### config.mk
export PLATFORM = sky130hd
export DESIGN_NAME = multi_pad_reader
export DESIGN_NICKNAME = d
export VERILOG_FILES = /design/src/rtl/pad_pkg.sv /design/src/rtl/pad_timing_gen.sv /design/src/rtl/multi_pad_reader.sv
export SDC_FILE = /design/constraint.sdc
export NUM_CORES = 1
export LEC_CHECK = 0
export ABC_AREA = 1
export CAP_MARGIN = 20
export CORE_ASPECT_RATIO = 0.8
export CORE_MARGIN = 2
export CORE_UTILIZATION = 59
export CTS_CLUSTER_DIAMETER = 100
export DETAILED_ROUTE_END_ITERATION = 10
export PLACE_DENSITY = 0.82
export SLEW_MARGIN = 10
export SYNTH_ARGS = -nofsm -noshare
export SYNTH_HDL_FRONTEND = slang
export SYNTH_SLANG_ARGS = --single-unit
### constraint.sdc
create_clock -name clk -period 2.6 [get_ports clk]
set_input_delay 0.26 -clock clk [delete_from_list [all_inputs] [get_ports clk]]
set_output_delay 0.26 -clock clk [all_outputs]
set_load 0.005 [all_outputs]
### src/rtl/pad_pkg.sv
// Shared definitions for the multi-pad controller poller: FSM state encoding and default timing.
// Latency: n/a (definitions only).
// Backpressure: n/a.
package pad_pkg;

  // Default timing for a 50 MHz core polling at 60 Hz
  localparam int POLL_PERIOD_60HZ  = 833333;
  localparam int LATCH_CYCLES_DEF  = 600;
  localparam int HALF_PULSE_DEF    = 300;
  localparam int SAMPLE_OFFSET_DEF = 150;

  // Raw state codes kept as plain constants so older blocks can keep comparing against them
  localparam logic [2:0] ST_IDLE     = 3'd0;
  localparam logic [2:0] ST_LATCH    = 3'd1;
  localparam logic [2:0] ST_BIT_LOW  = 3'd2;
  localparam logic [2:0] ST_BIT_HIGH = 3'd3;
  localparam logic [2:0] ST_DONE     = 3'd4;

  typedef enum logic [2:0] {
    S_IDLE     = ST_IDLE,
    S_LATCH    = ST_LATCH,
    S_BIT_LOW  = ST_BIT_LOW,
    S_BIT_HIGH = ST_BIT_HIGH,
    S_DONE     = ST_DONE
  } pad_state_t;

endpackage

### src/rtl/pad_timing_gen.sv
// Frame sequencer: period counter plus latch / pulse waveform FSM shared by every pad.
// Latency: latch rises 1 cycle after a frame start; sample/frame strobes are decoded from registered state.
// Backpressure: none; i_poll_en only gates frame starts, a running frame always completes.
module pad_timing_gen
  import pad_pkg::*;
#(
  parameter int NUM_BUTTONS   = 8,
  parameter int POLL_PERIOD   = POLL_PERIOD_60HZ,
  parameter int LATCH_CYCLES  = LATCH_CYCLES_DEF,
  parameter int HALF_PULSE    = HALF_PULSE_DEF,
  parameter int SAMPLE_OFFSET = SAMPLE_OFFSET_DEF
) (
  input  logic clk,
  input  logic n_rst,
  input  logic i_poll_en,
  output logic o_latch,
  output logic o_pulse,
  output logic o_sample_strobe,
  output logic o_frame_done
);

  localparam int CW   = (POLL_PERIOD > 1) ? $clog2(POLL_PERIOD) : 1;
  localparam int PMAX = (LATCH_CYCLES > HALF_PULSE) ? LATCH_CYCLES : HALF_PULSE;
  localparam int PW   = $clog2(PMAX) + 1;
  localparam int SW   = (NUM_BUTTONS > 1) ? $clog2(NUM_BUTTONS) : 1;

  localparam logic [CW-1:0] CNT_LAST   = CW'(POLL_PERIOD - 1);
  localparam logic [PW-1:0] LATCH_LAST = PW'(LATCH_CYCLES - 1);
  localparam logic [PW-1:0] HALF_LAST  = PW'(HALF_PULSE - 1);
  localparam logic [PW-1:0] SAMPLE_AT  = PW'(SAMPLE_OFFSET);
  localparam logic [SW-1:0] SLOT_LAST  = SW'(NUM_BUTTONS - 1);

  // A frame must end (back in IDLE) before the period counter can wrap to the next start
  generate
    if ((LATCH_CYCLES + 2 * HALF_PULSE * NUM_BUTTONS + 2 > POLL_PERIOD) ||
        (SAMPLE_OFFSET >= HALF_PULSE) || (NUM_BUTTONS < 2) || (LATCH_CYCLES < 1)) begin : g_bad_cfg
      $fatal(1, "pad_timing_gen: timing parameters do not fit inside the poll period");
    end
  endgenerate

  logic [CW-1:0] r_cnt;
  logic [PW-1:0] r_phase;
  logic [SW-1:0] r_slot;
  pad_state_t    r_state;
  logic          r_latch;
  logic          r_pulse;

  // Period counter: free-runs 0..POLL_PERIOD-1 while polling, parked at 0 otherwise
  always_ff @(posedge clk or negedge n_rst) begin
    if (!n_rst) begin
      r_cnt <= '0;
    end else if (!i_poll_en || r_cnt == CNT_LAST) begin
      r_cnt <= '0;
    end else begin
      r_cnt <= r_cnt + 1'b1;
    end
  end

  // Frame FSM: latch phase, then NUM_BUTTONS low/high pulse slots, then a one-cycle DONE
  always_ff @(posedge clk or negedge n_rst) begin
    if (!n_rst) begin
      r_state <= S_IDLE;
      r_phase <= '0;
      r_slot  <= '0;
      r_latch <= 1'b0;
      r_pulse <= 1'b0;
    end else begin
      case (r_state)
        S_IDLE: begin
          if (i_poll_en && r_cnt == '0) begin
            r_state <= S_LATCH;
            r_phase <= '0;
            r_latch <= 1'b1;
          end
        end
        S_LATCH: begin
          if (r_phase == LATCH_LAST) begin
            r_state <= S_BIT_LOW;
            r_phase <= '0;
            r_slot  <= '0;
            r_latch <= 1'b0;
          end else begin
            r_phase <= r_phase + 1'b1;
          end
        end
        S_BIT_LOW: begin
          if (r_phase == HALF_LAST) begin
            r_state <= S_BIT_HIGH;
            r_phase <= '0;
            r_pulse <= 1'b1;
          end else begin
            r_phase <= r_phase + 1'b1;
          end
        end
        S_BIT_HIGH: begin
          if (r_phase == HALF_LAST) begin
            r_phase <= '0;
            r_pulse <= 1'b0;
            if (r_slot == SLOT_LAST) begin
              r_state <= S_DONE;
            end else begin
              r_slot  <= r_slot + 1'b1;
              r_state <= S_BIT_LOW;
            end
          end else begin
            r_phase <= r_phase + 1'b1;
          end
        end
        S_DONE: begin
          r_state <= S_IDLE;
        end
        default: begin
          r_state <= S_IDLE;
          r_latch <= 1'b0;
          r_pulse <= 1'b0;
        end
      endcase
    end
  end

  assign o_latch         = r_latch;
  assign o_pulse         = r_pulse;
  // Decoded from registered state only, so the consumer's registers land exactly on the named cycle
  assign o_sample_strobe = (r_state == S_BIT_LOW) && (r_phase == SAMPLE_AT);
  // Last cycle of the final high phase: the consumer's registers then update in the DONE cycle
  assign o_frame_done    = (r_state == S_BIT_HIGH) && (r_phase == HALF_LAST) && (r_slot == SLOT_LAST);

endmodule

### src/rtl/multi_pad_reader.sv
// Polls NUM_PADS serial game pads over a shared latch/pulse pair and publishes active-high button vectors.
// Latency: buttons/frame_valid update LATCH_CYCLES+2*HALF_PULSE*NUM_BUTTONS+1 cycles after a frame start.
// Backpressure: none; frame_valid is a one-cycle strobe. Optional edge outputs: PAD_EDGE_DETECT_EN.
module multi_pad_reader
  import pad_pkg::*;
#(
  parameter int NUM_PADS      = 2,
  parameter int NUM_BUTTONS   = 8,
  parameter int POLL_PERIOD   = POLL_PERIOD_60HZ,
  parameter int LATCH_CYCLES  = LATCH_CYCLES_DEF,
  parameter int HALF_PULSE    = HALF_PULSE_DEF,
  parameter int SAMPLE_OFFSET = SAMPLE_OFFSET_DEF
) (
  input  logic                            clk,
  input  logic                            n_rst,
  input  logic                            poll_en,
  input  logic [NUM_PADS-1:0]             data,
  output logic                            latch,
  output logic                            pulse,
  output logic [NUM_PADS*NUM_BUTTONS-1:0] buttons,
  output logic                            frame_valid,
  output logic [NUM_PADS*NUM_BUTTONS-1:0] pressed_edge,
  output logic [NUM_PADS*NUM_BUTTONS-1:0] released_edge
);

  localparam int BW = NUM_PADS * NUM_BUTTONS;

  logic          w_sample;
  logic          w_frame_done;
  logic [BW-1:0] r_shift;
  logic [BW-1:0] r_buttons;
  logic          r_frame_valid;

  pad_timing_gen #(
    .NUM_BUTTONS  (NUM_BUTTONS),
    .POLL_PERIOD  (POLL_PERIOD),
    .LATCH_CYCLES (LATCH_CYCLES),
    .HALF_PULSE   (HALF_PULSE),
    .SAMPLE_OFFSET(SAMPLE_OFFSET)
  ) u_timing (
    .clk            (clk),
    .n_rst          (n_rst),
    .i_poll_en      (poll_en),
    .o_latch        (latch),
    .o_pulse        (pulse),
    .o_sample_strobe(w_sample),
    .o_frame_done   (w_frame_done)
  );

  // Per-pad shift right: each sampled (inverted) bit enters at the MSB, so the first bit ends at bit 0
  always_ff @(posedge clk or negedge n_rst) begin
    if (!n_rst) begin
      r_shift <= '0;
    end else if (w_sample) begin
      for (int p = 0; p < NUM_PADS; p++) begin
        r_shift[p*NUM_BUTTONS +: NUM_BUTTONS] <=
          {~data[p], r_shift[p*NUM_BUTTONS+1 +: NUM_BUTTONS-1]};
      end
    end
  end

  // Publish the collected frame and raise the one-cycle strobe in the DONE cycle
  always_ff @(posedge clk or negedge n_rst) begin
    if (!n_rst) begin
      r_buttons     <= '0;
      r_frame_valid <= 1'b0;
    end else begin
      r_frame_valid <= w_frame_done;
      if (w_frame_done) begin
        r_buttons <= r_shift;
      end
    end
  end

  assign buttons     = r_buttons;
  assign frame_valid = r_frame_valid;

`ifdef PAD_EDGE_DETECT_EN
  logic [BW-1:0] r_pressed;
  logic [BW-1:0] r_released;

  // r_buttons still holds the previous frame when the new one loads, so it doubles as the history
  always_ff @(posedge clk or negedge n_rst) begin
    if (!n_rst) begin
      r_pressed  <= '0;
      r_released <= '0;
    end else if (w_frame_done) begin
      r_pressed  <= r_shift & ~r_buttons;
      r_released <= ~r_shift & r_buttons;
    end else begin
      r_pressed  <= '0;
      r_released <= '0;
    end
  end

  assign pressed_edge  = r_pressed;
  assign released_edge = r_released;
`else
  assign pressed_edge  = '0;
  assign released_edge = '0;
`endif

endmodule

==> results_dict.tcl <==
set metrics [dict create \
    yosysMostFrequentCell "nand2_1" \
    ant_nets 0 \
    io_pins 56 \
    setup_viol 0 \
    synth_ff_type "dfrtp_1" \
    yosysSeqAreaShare_pct 44.92 \
    clk_latency_ps 360 \
    core-area_mm2 0.006474 \
    crit_fanout 32 \
    final_core_util_pct 67.76 \
    clock_skew_ps 15.21 \
    ir_worst_vdd_uv 329.7 \
    p_total_mw 2.194 \
    hold_class "in -> async" \
    reg2reg_depth 5 \
    drive_above_1_share_pct 9.124 \
    nNetsFinal 554 \
    antenna_found_initial 0 \
    post_cts_resized 0 \
    die-area_mm2 0.007478 \
    portBuffers 23 \
    drv_cap 0 \
    cts_setup_buffers 0 \
    crit_type "reg -> reg" \
    synth.avg_cell_area_um2 7.729 \
    outcome "finished, final reports clean" \
    syn_area_mm2 0.004011 \
    synth_edf_count 0 \
    synth_common_cells "128 x nand2_1, 91 x nor2_1, 72 x dfrtp_1" \
    grt_util_all_layers_pct 22.92 \
    avgViaCountPerCell 5.078 \
    clockBufferDepth 2 \
    die_width_um 96.19 \
    dp.cells 615 \
    drc_errors 0 \
    grt_pass1_vias 2936 \
    cts.clk_slew.worst_paths_ps 80 \
    synth_area_leaders "dfrtp_1 45%, nand2_1 12%, nor2_1 8.5%, buf_4 6.4%, nand3_1 4.7%" \
    crit_buf_inv 0 \
    diodes 0 \
    worstPathArrival_ps 2170 \
    instances_no_fill 632 \
    ys_types 29 \
    synth_cells 519 \
    drv_slew 0 \
    cts_hold_buf 1 \
    ys_warn_count 0 \
    overflow 0 \
    rsz0062_at_grt "no" \
    drt-pass1-iter-count 7 \
    endpoint_kind "flop" \
    power.leakage_nw 2.114 \
    grt_pass1_wl_um 13470 \
    grt_max_degree 68 \
    fp.dieH_um 77.75 \
    drt_first_iter_violations 161 \
    clkSinkCount 72 \
    synth_area_leader_cell "dfrtp_1" \
    area_growth_pct 9.358 \
    cp.required_ps 2850 \
    maxSlewHeadroom_pct 41.58 \
    power_density_mw_per_mm2 500.1 \
    cts_tree "built" \
    tightest_slew_ps 874.2 \
    fin_setup_tns_ps 0 \
    initial_core_util_pct 61.96 \
    critical_path.top_delay_family "simple AND/OR/NAND/NOR gates" \
    place_congestion 0.9026 \
    cts_buffers 9 \
    totalWireLength_um 7758 \
    worst_slack_ps 677.7 \
    ys_ff_latch 72 \
    path_cells "nor2_1, nand2_1, nor2_1, nand2_1, o21ai_0" \
    synth_top_area_share_pct 44.92 \
    fin_crit_sh_pct 73.94 \
    fin_crit_ps 1922 \
    fmax_mhz 520.2 \
    cp_slowest_cell "nand2_1" \
    vias 3209 \
    clockRootBuffer "clkbuf_8" \
    routedWlPerCell_um 12.28 \
    slowest_delay_ps 510 \
    num_rows 26 \
    dpl_worst_slack_ps 654.0 \
    cts_htree_levels 3 \
    postSynth.asyncResetShare_pct 100.0 \
    finalHoldViolations 0 \
    cp_num_cells 5 \
    dp_hpwl_um 5549 \
    start_kind "flop" \
    fillers 528 \
]
logic make-up after synthesis:
kind of cell | count (synthesis) | share of synthesized area, %
AOI/OAI and AO/OA | 39 | 6.270
xor gates and xnor gates | 12 | 2.620
adders and majority gates | 6 | 1.871
buffers and inverters | 98 | 13.44
DFF | 72 | 44.92
other | 1 | 0.09348
and+or+nand+nor | 291 | 30.79
per-layer routing:
layer | GRT usage (%) | part of all wire (%) | vias to the layer above
met3 | 5.631 | 6.9 | 12
met5 | 0 | 0 | -
met2 | 32.22 | 44 | 95
li1 | - | - | 1608
met1 | 34.22 | 48 | 1494
met4 | 8.571 | 1.4 | 0
cell type report:
class / count / area (um2) / area share [%]
tap: 84 / 105.1 / 2.396
clock inverter: 7 / 102.6 / 2.339
multi-input combinational: 380 / 1787 / 40.73
inverter: 54 / 203.9 / 4.649
sequential: 72 / 1802 / 41.07
clock buffer: 9 / 123.9 / 2.824
timing repair buffer: 26 / 262.8 / 5.990
flip-flops by register name, indices dropped and copies added, names as in the netlist:
signal,flops
u_timing.r_cnt,20
u_timing.r_phase,11
u_timing.o_pulse,1
r_shift,16
frame_valid,1
buttons,16
u_timing.o_latch,1
u_timing.r_slot,3
u_timing.r_state,3
power breakdown:
group          internal, mW  switching, mW
combinational        0.0161         0.0469
sequential             1.12        0.00536
clock                 0.551          0.452
per-stage QoR:
step,instance area (um2),hold slack [ps]
after global routing,4387,275.3
final,4387,250.9
after floorplan,4128,-35.59
after global placement,4150,103.1
after detailed placement,4150,101.4
after CTS,4387,252.7
final timing paths:
check,startpoint,slack (ps),endpoint
min in group clk,data[1],470,r_shift[15]
max in group asynchronous,n_rst,1770,buttons[2]
setup reg to reg,u_timing.r_state[0],680,r_shift[1]
hold reg to reg,u_timing.r_slot[1],490,u_timing.r_slot[1]
setup / recovery,u_timing.r_state[0],680,r_shift[1]
hold / removal,n_rst,250,u_timing.o_latch
placed cells by master (no fill, tap or decap), types with 2 or more instances in the layout:
| master | Yosys | layout |
|---|---|---|
| nand3_2 | 3 | 3 |
| nor2_1 | 91 | 91 |
| a21oi_1 | 5 | 5 |
| nand3_1 | 38 | 38 |
| nand2_1 | 128 | 128 |
| clkinv_4 | 0 | 2 |
| nand2_2 | 5 | 5 |
| inv_2 | 3 | 3 |
| ha_1 | 6 | 6 |
| inv_1 | 50 | 50 |
| nand4_1 | 8 | 8 |
| clkinv_2 | 1 | 2 |
| clkbuf_8 | 0 | 9 |
| dfrtp_1 | 72 | 72 |
| nor3_1 | 12 | 12 |
| a21oi_2 | 14 | 14 |
| conb_1 | 1 | 32 |
| o21ai_0 | 18 | 18 |
| clkdlybuf4s50_1 | 0 | 22 |
| bufinv_16 | 0 | 2 |
| xor2_1 | 10 | 10 |
| xnor2_1 | 2 | 2 |
| nor2_2 | 2 | 2 |
No activity file was read; power rests on OpenSTA's default activity.
